### src/rtl/sha1_padder.sv
// SHA-1 message padder: packs a 32-bit word stream into 512-bit blocks with 0x80, zero fill and bit length.
// Optional feature: define SHA1_PADDER_PROTO_CHECK_EN to flag bad byte counts on err_o.
`timescale 1ns/1ps

module sha1_padder #(
  parameter int BlockWidth = 512,
  parameter int WordSize   = 32,
  parameter int LenWidth   = 64
) (
  input  logic                  clk_i,
  input  logic                  rst_ni,
  input  logic                  clear_i,
  input  logic [WordSize-1:0]   data_i,
  input  logic                  data_valid_i,
  output logic                  data_ready_o,
  input  logic                  data_last_i,
  input  logic [2:0]            data_bytes_i,
  output logic [BlockWidth-1:0] block_o,
  output logic                  block_valid_o,
  input  logic                  block_ready_i,
  output logic                  block_last_o,
  output logic                  err_o
);

  localparam int NumWords    = BlockWidth / WordSize;
  localparam int LastDataIdx = NumWords - LenWidth / WordSize - 1;
  localparam int CntWidth    = LenWidth - 3;
  localparam int LsbWidth    = $clog2(BlockWidth);
  localparam logic [WordSize-1:0] PadWord = {1'b1, {(WordSize-1){1'b0}}};

  typedef enum logic [1:0] {StFill, StPad, StLen, StOut} state_e;

  state_e                state_q, state_d;
  logic [BlockWidth-1:0] blk_q, blk_d;
  logic [3:0]            idx_q, idx_d;
  logic [CntWidth-1:0]   cnt_q, cnt_d;
  logic                  extra_q, extra_d;
  logic                  pad_pend_q, pad_pend_d;
  logic                  last_q, last_d;
  logic                  err_q, err_d;

  logic [2:0]            eff_bytes;
  logic                  proto_err;
  logic [WordSize-1:0]   tail_word;
  logic [LsbWidth-1:0]   wr_lsb;
  logic                  at_last_idx;
  logic                  len_fits;

`ifdef SHA1_PADDER_PROTO_CHECK_EN
  assign proto_err = (data_bytes_i > 3'd4) || (!data_last_i && (data_bytes_i != 3'd4));
  assign eff_bytes = proto_err ? 3'd4 : data_bytes_i;
`else
  assign proto_err = 1'b0;
  assign eff_bytes = (data_bytes_i > 3'd4) ? 3'd4 : data_bytes_i;
`endif

  // Partial tail word: keep the valid bytes, append 0x80 right after them.
  assign tail_word = (data_i & ~({WordSize{1'b1}} >> {eff_bytes, 3'b000}))
                   | (PadWord >> {eff_bytes, 3'b000});

  assign wr_lsb      = LsbWidth'((NumWords - 1 - int'(idx_q)) * WordSize);
  assign at_last_idx = (idx_q == 4'(NumWords - 1));
  assign len_fits    = (idx_q <= 4'(LastDataIdx));

  always_comb begin
    state_d    = state_q;
    blk_d      = blk_q;
    idx_d      = idx_q;
    cnt_d      = cnt_q;
    extra_d    = extra_q;
    pad_pend_d = pad_pend_q;
    last_d     = last_q;
    err_d      = 1'b0;

    if (clear_i) begin
      state_d    = StFill;
      blk_d      = '0;
      idx_d      = '0;
      cnt_d      = '0;
      extra_d    = 1'b0;
      pad_pend_d = 1'b0;
      last_d     = 1'b0;
    end else begin
      unique case (state_q)
        StFill: begin
          if (data_valid_i) begin
            err_d = proto_err;
            cnt_d = cnt_q + CntWidth'(eff_bytes);
            if (!data_last_i || (eff_bytes == 3'd4)) begin
              blk_d[wr_lsb +: WordSize] = data_i;
              if (at_last_idx) begin
                state_d    = StOut;
                pad_pend_d = data_last_i;
              end else begin
                idx_d = idx_q + 4'd1;
                if (data_last_i) state_d = StPad;
              end
            end else if (eff_bytes == 3'd0) begin
              state_d = StPad;
            end else begin
              blk_d[wr_lsb +: WordSize] = tail_word;
              if (len_fits) begin
                state_d = StLen;
              end else begin
                state_d = StOut;
                extra_d = 1'b1;
              end
            end
          end
        end
        StPad: begin
          blk_d[wr_lsb +: WordSize] = PadWord;
          if (len_fits) begin
            state_d = StLen;
          end else begin
            state_d = StOut;
            extra_d = 1'b1;
          end
        end
        StLen: begin
          blk_d[LenWidth-1:0] = {cnt_q, 3'b000};
          last_d  = 1'b1;
          state_d = StOut;
        end
        StOut: begin
          if (block_ready_i) begin
            blk_d = '0;
            idx_d = '0;
            if (pad_pend_q) begin
              state_d    = StPad;
              pad_pend_d = 1'b0;
            end else if (extra_q) begin
              state_d = StLen;
              extra_d = 1'b0;
            end else begin
              state_d = StFill;
            end
            if (last_q) begin
              cnt_d      = '0;
              extra_d    = 1'b0;
              pad_pend_d = 1'b0;
              last_d     = 1'b0;
            end
          end
        end
        default: state_d = StFill;
      endcase
    end
  end

  always_ff @(posedge clk_i or negedge rst_ni) begin
    if (!rst_ni) begin
      state_q    <= StFill;
      blk_q      <= '0;
      idx_q      <= '0;
      cnt_q      <= '0;
      extra_q    <= 1'b0;
      pad_pend_q <= 1'b0;
      last_q     <= 1'b0;
      err_q      <= 1'b0;
    end else begin
      state_q    <= state_d;
      blk_q      <= blk_d;
      idx_q      <= idx_d;
      cnt_q      <= cnt_d;
      extra_q    <= extra_d;
      pad_pend_q <= pad_pend_d;
      last_q     <= last_d;
      err_q      <= err_d;
    end
  end

  assign data_ready_o  = (state_q == StFill);
  assign block_valid_o = (state_q == StOut);
  assign block_last_o  = (state_q == StOut) && last_q;
  assign block_o       = blk_q;
  assign err_o         = err_q;

endmodule

### config.mk
export PLATFORM = sky130hd
export DESIGN_NAME = sha1_padder
export DESIGN_NICKNAME = d
export VERILOG_FILES = /design/src/rtl/sha1_padder.sv
export SDC_FILE = /design/constraint.sdc
export NUM_CORES = 1
export LEC_CHECK = 0
export CAP_MARGIN = 20
export CORE_ASPECT_RATIO = 1.4
export CORE_UTILIZATION = 54
export CTS_CLUSTER_DIAMETER = 100
export DETAILED_ROUTE_END_ITERATION = 12
export MAX_ROUTING_LAYER = met4
export PLACE_DENSITY = 0.87
export REMOVE_ABC_BUFFERS = 1
export SETUP_SLACK_MARGIN = 0.02
export SLEW_MARGIN = 25
export SYNTH_ARGS = -nofsm -noshare
export SYNTH_HDL_FRONTEND = slang
export SYNTH_SLANG_ARGS = --single-unit
### constraint.sdc
create_clock -name clk_i -period 5.8 [get_ports clk_i]
set_input_delay 0.58 -clock clk_i [delete_from_list [all_inputs] [get_ports clk_i]]
set_output_delay 0.58 -clock clk_i [all_outputs]
set_load 0.005 [all_outputs]
==> results.tsv <==
stage	metric	value	unit
die	row_count	96	
setup_path	crit_fanout	27	
cts	cts_max_path_buffers	3	
final_layout	drive_above_1_share	0.0760	
route	route.detailed.drc	0	
final_layout	final_cell_area	34900	µm²
min_path	hold_path_class	in2async	
power	p_per_area	267	nW/µm²
place	place_congestion	1.02	
sta	tns	0	ns
sta	layout_min_cycle_time	4.14	ns
yosys	synth_top_area_frac	0.542	
cts	clock_latency	0.61	ns
die	die_x	190	µm
die	start_util	0.548	
route	wl	116	mm
place	hpwlAfterDp	81.1	mm
setup_path	cp-startpoint	idx_q[1]	
sta	rsz0062_at_grt	no	
cts	ctsResizeCount	0	
yosys	yosysUniqueCellTypes	89	
global_routing	gr-usage-all-layers	0.464	
yosys	synth_warnings	0	
sta	max_clock_freq	242	MHz
final_layout	final_net_count	3092	
route	wl_per_cell	31.0	µm
yosys	synth_area	26900	µm²
place	dp_slack	1.53	ns
sta	finalMaxSlewViolations	0	
setup_path	cp-endpoint	block_o[394]	
sta	max_slew_margin	0.256	
global_routing	grt_overflow	0	
cts	numCtsBuffers	53	
final_layout	syn_to_final_growth	29.8	%
route	dr_total_vias	26240	
die	boundaryPins	557	
status	status	finished clean	
route	ant_nets	0	
global_routing	antenna_found_initial	10	
yosys	synth-async-reset-ratio	1.00	
yosys	ys_seq_area_frac	0.542	
power	ir_drop	0.000241	V
cts	cts.sink_count	582	
die	dieArea	50600	µm²
die	core_region_area	49000	µm²
global_routing	grt_pass1_vias	25396	
cts	holdBufCountCts	0	
sta	setup_slack	1.66	ns
yosys	yosysTopAreaCell	dfrtp_1	
cts	cts_tree	built	
power	p_leak	0.0145	µW
place	port_buffers	555	
yosys	syn_area_per_cell	10.4	µm²
setup_path	crit_path_end_kind	flip-flop	
yosys	ys.flop_type	dfrtp_1	
sta	fin_skew	0.0286	ns
global_routing	grt_max_degree	157	
cts	cts-root-buf	clkbuf_16	
setup_path	arrival	4.66	ns
yosys	synthCells	2584	
cts	cts_setup_buffers	0	
setup_path	worstPathRequired	6.32	ns
flow_run	cap_violations	0	
setup_path	worstRegToRegCells	5	
global_routing	grt_pass1_wl	168	mm
setup_path	worstReg2RegEnd	block_o[394]	
sta	hold_violations	0	
sta	worstMarginPinSlew	1.12	ns
yosys	synth_edf_count	0	
route	via_per_inst	7.04	
setup_path	crit_type	reg2reg	
sta	period_share	0.714	
cts	clkTransAtPathRegs	0.07	ns
place	placed_cell_area	32900	µm²
cts	cts_htree_levels	2	
yosys	synthTopCellsByArea	dfrtp_1 54%, a22o_1 5.0%, o2bb2ai_1 5.0%, a21oi_1 3.5%, o21ai_0 2.9%	
setup_path	startpoint_type	flip-flop	
die	die_h	266	µm
setup_path	ff2ff_setup_slack	1.66	ns
yosys	ys_seq_elements	582	
route	drt-pass1-iter-count	7	
setup_path	r2r-start	idx_q[1]	
route	initialDrtViolationCount	3333	
sta	setup_viol	0	
==> state kept, by name, summed over array words and instances (netlist names) <==
| register | flops |
|---|---|
| state_q | 2 |
| idx_q | 4 |
| pad_pend_q | 1 |
| cnt_q | 61 |
| extra_q | 1 |
| block_o | 512 |
| last_q | 1 |
==> layout make-up <==
cell class | instances | area (µm²)
clock buffer | 71 | 1510
inverter | 32 | 120
clock inverter | 21 | 322
timing repair buffer | 636 | 6220
sequential | 582 | 14600
multi-input combinational | 1738 | 11300
tap | 637 | 797
antenna | 10 | 25.0
fill | 3492 | 14100
==> critical path, cell delays in order (launching register included) <==
cell and delay, ns:
dfrtp_1 0.74, ha_1 0.79, xor2_2 0.77, nand2_1 0.31
or4_2 1.09, o2bb2ai_1 0.30
==> power by group <==
group	switching [µW]	internal (µW)	leakage (µW)	total (µW)
clock network	1600	2170	0.000884	3770
registers	69.3	4120	0.00811	4190
logic	981	353	0.00547	1330
==> stage by stage <==
step | utilization | hold WS [ns] | cells | power, µW
after floorplan | - | 0.284 | 2352 | 4790
after global placement | 0.672 | 0.465 | 3624 | 5490
after detailed placement | 0.672 | 0.470 | 3624 | 5520
after CTS | 0.710 | 0.0885 | 3716 | 9220
after global routing | 0.711 | 0.0971 | 3726 | 9480
final | 0.711 | 0.00326 | 3727 | 9290
==> synth_stat cells, types with 5 or more instances <==
cell type  number
o2bb2ai_1     152
nor3_1         44
and3_1         27
and4_1         10
a221o_1         5
nand4_1        41
o211ai_1       29
a32oi_1         8
o21bai_1        5
a31oi_1        26
o22ai_1        15
a2bb2oi_1      14
a21oi_1       187
buf_2          53
o31ai_1        44
inv_1          32
a2bb2o_1       11
nor4_1         29
o21ai_0       158
nand2_1       176
o22a_1          7
clkbuf_2        7
buf_4          10
dfrtp_1       582
a21o_1         16
nor3b_1         5
or4_1          36
xnor2_1        16
o21a_1          9
nor2b_1         9
ha_1            7
nand2b_1       25
a22o_1        152
clkbuf_1      144
o21ai_1         9
a22oi_1        12
nor2_1        176
nand3_1        80
a31o_2          5
buf_1          15
or3_1          17
a32o_1         75
and2_1         19
==> worst min path at each step <==
stage | startpoint | to | cells after the start
floorplan | rst_ni | block_o[0] | 0
global placement | block_o[13] | block_o[13] | 1
detailed placement | block_o[13] | block_o[13] | 1
CTS | rst_ni | block_o[324] | 1
global route | rst_ni | block_o[324] | 1
finish | rst_ni | block_o[324] | 1
==> layout by cell type, fill, tap and decap left out, drive strengths merged, types with 11 or more instances in the layout <==
cell type / Yosys / routed
a21o: 16 / 16
a21oi: 189 / 189
a22o: 152 / 152
a22oi: 12 / 12
a2bb2o: 11 / 11
a2bb2oi: 14 / 14
a31oi: 26 / 26
a32o: 75 / 75
and2: 21 / 21
and3: 27 / 27
buf: 81 / 83
clkbuf: 151 / 71
clkdlybuf4s50: 0 / 553
dfrtp: 582 / 582
inv: 32 / 33
nand2: 177 / 177
nand2b: 25 / 25
nand3: 81 / 81
nand4: 41 / 41
nor2: 180 / 180
nor3: 47 / 47
nor4: 31 / 31
o211ai: 30 / 30
o21ai: 167 / 167
o22ai: 15 / 15
o2bb2ai: 152 / 152
o31ai: 44 / 44
or3: 17 / 17
or4: 36 / 36
xnor2: 17 / 17
==> logic make-up after synthesis <==
kind of cell | count (synthesis) | share of synthesized area
compound gates | 970 | 0.263
simple gates | 735 | 0.140
flops | 582 | 0.542
buf+inv | 264 | 0.0419
xor+xnor | 20 | 0.00708
fa+ha+maj | 8 | 0.00401
mux | 4 | 0.00154
other cells | 1 | 0.000140
==> metal layers <==
layer / up-vias / track usage / wire length (µm)
met3: 560 / 0.101 / 12200
met1: 12928 / 0.541 / 39600
met2: 2041 / 0.699 / 53200
met5: - / - / 0
li1: 10711 / - / -
met4: 0 / 0.359 / 10600
No activity file was read; power rests on OpenSTA's default activity.
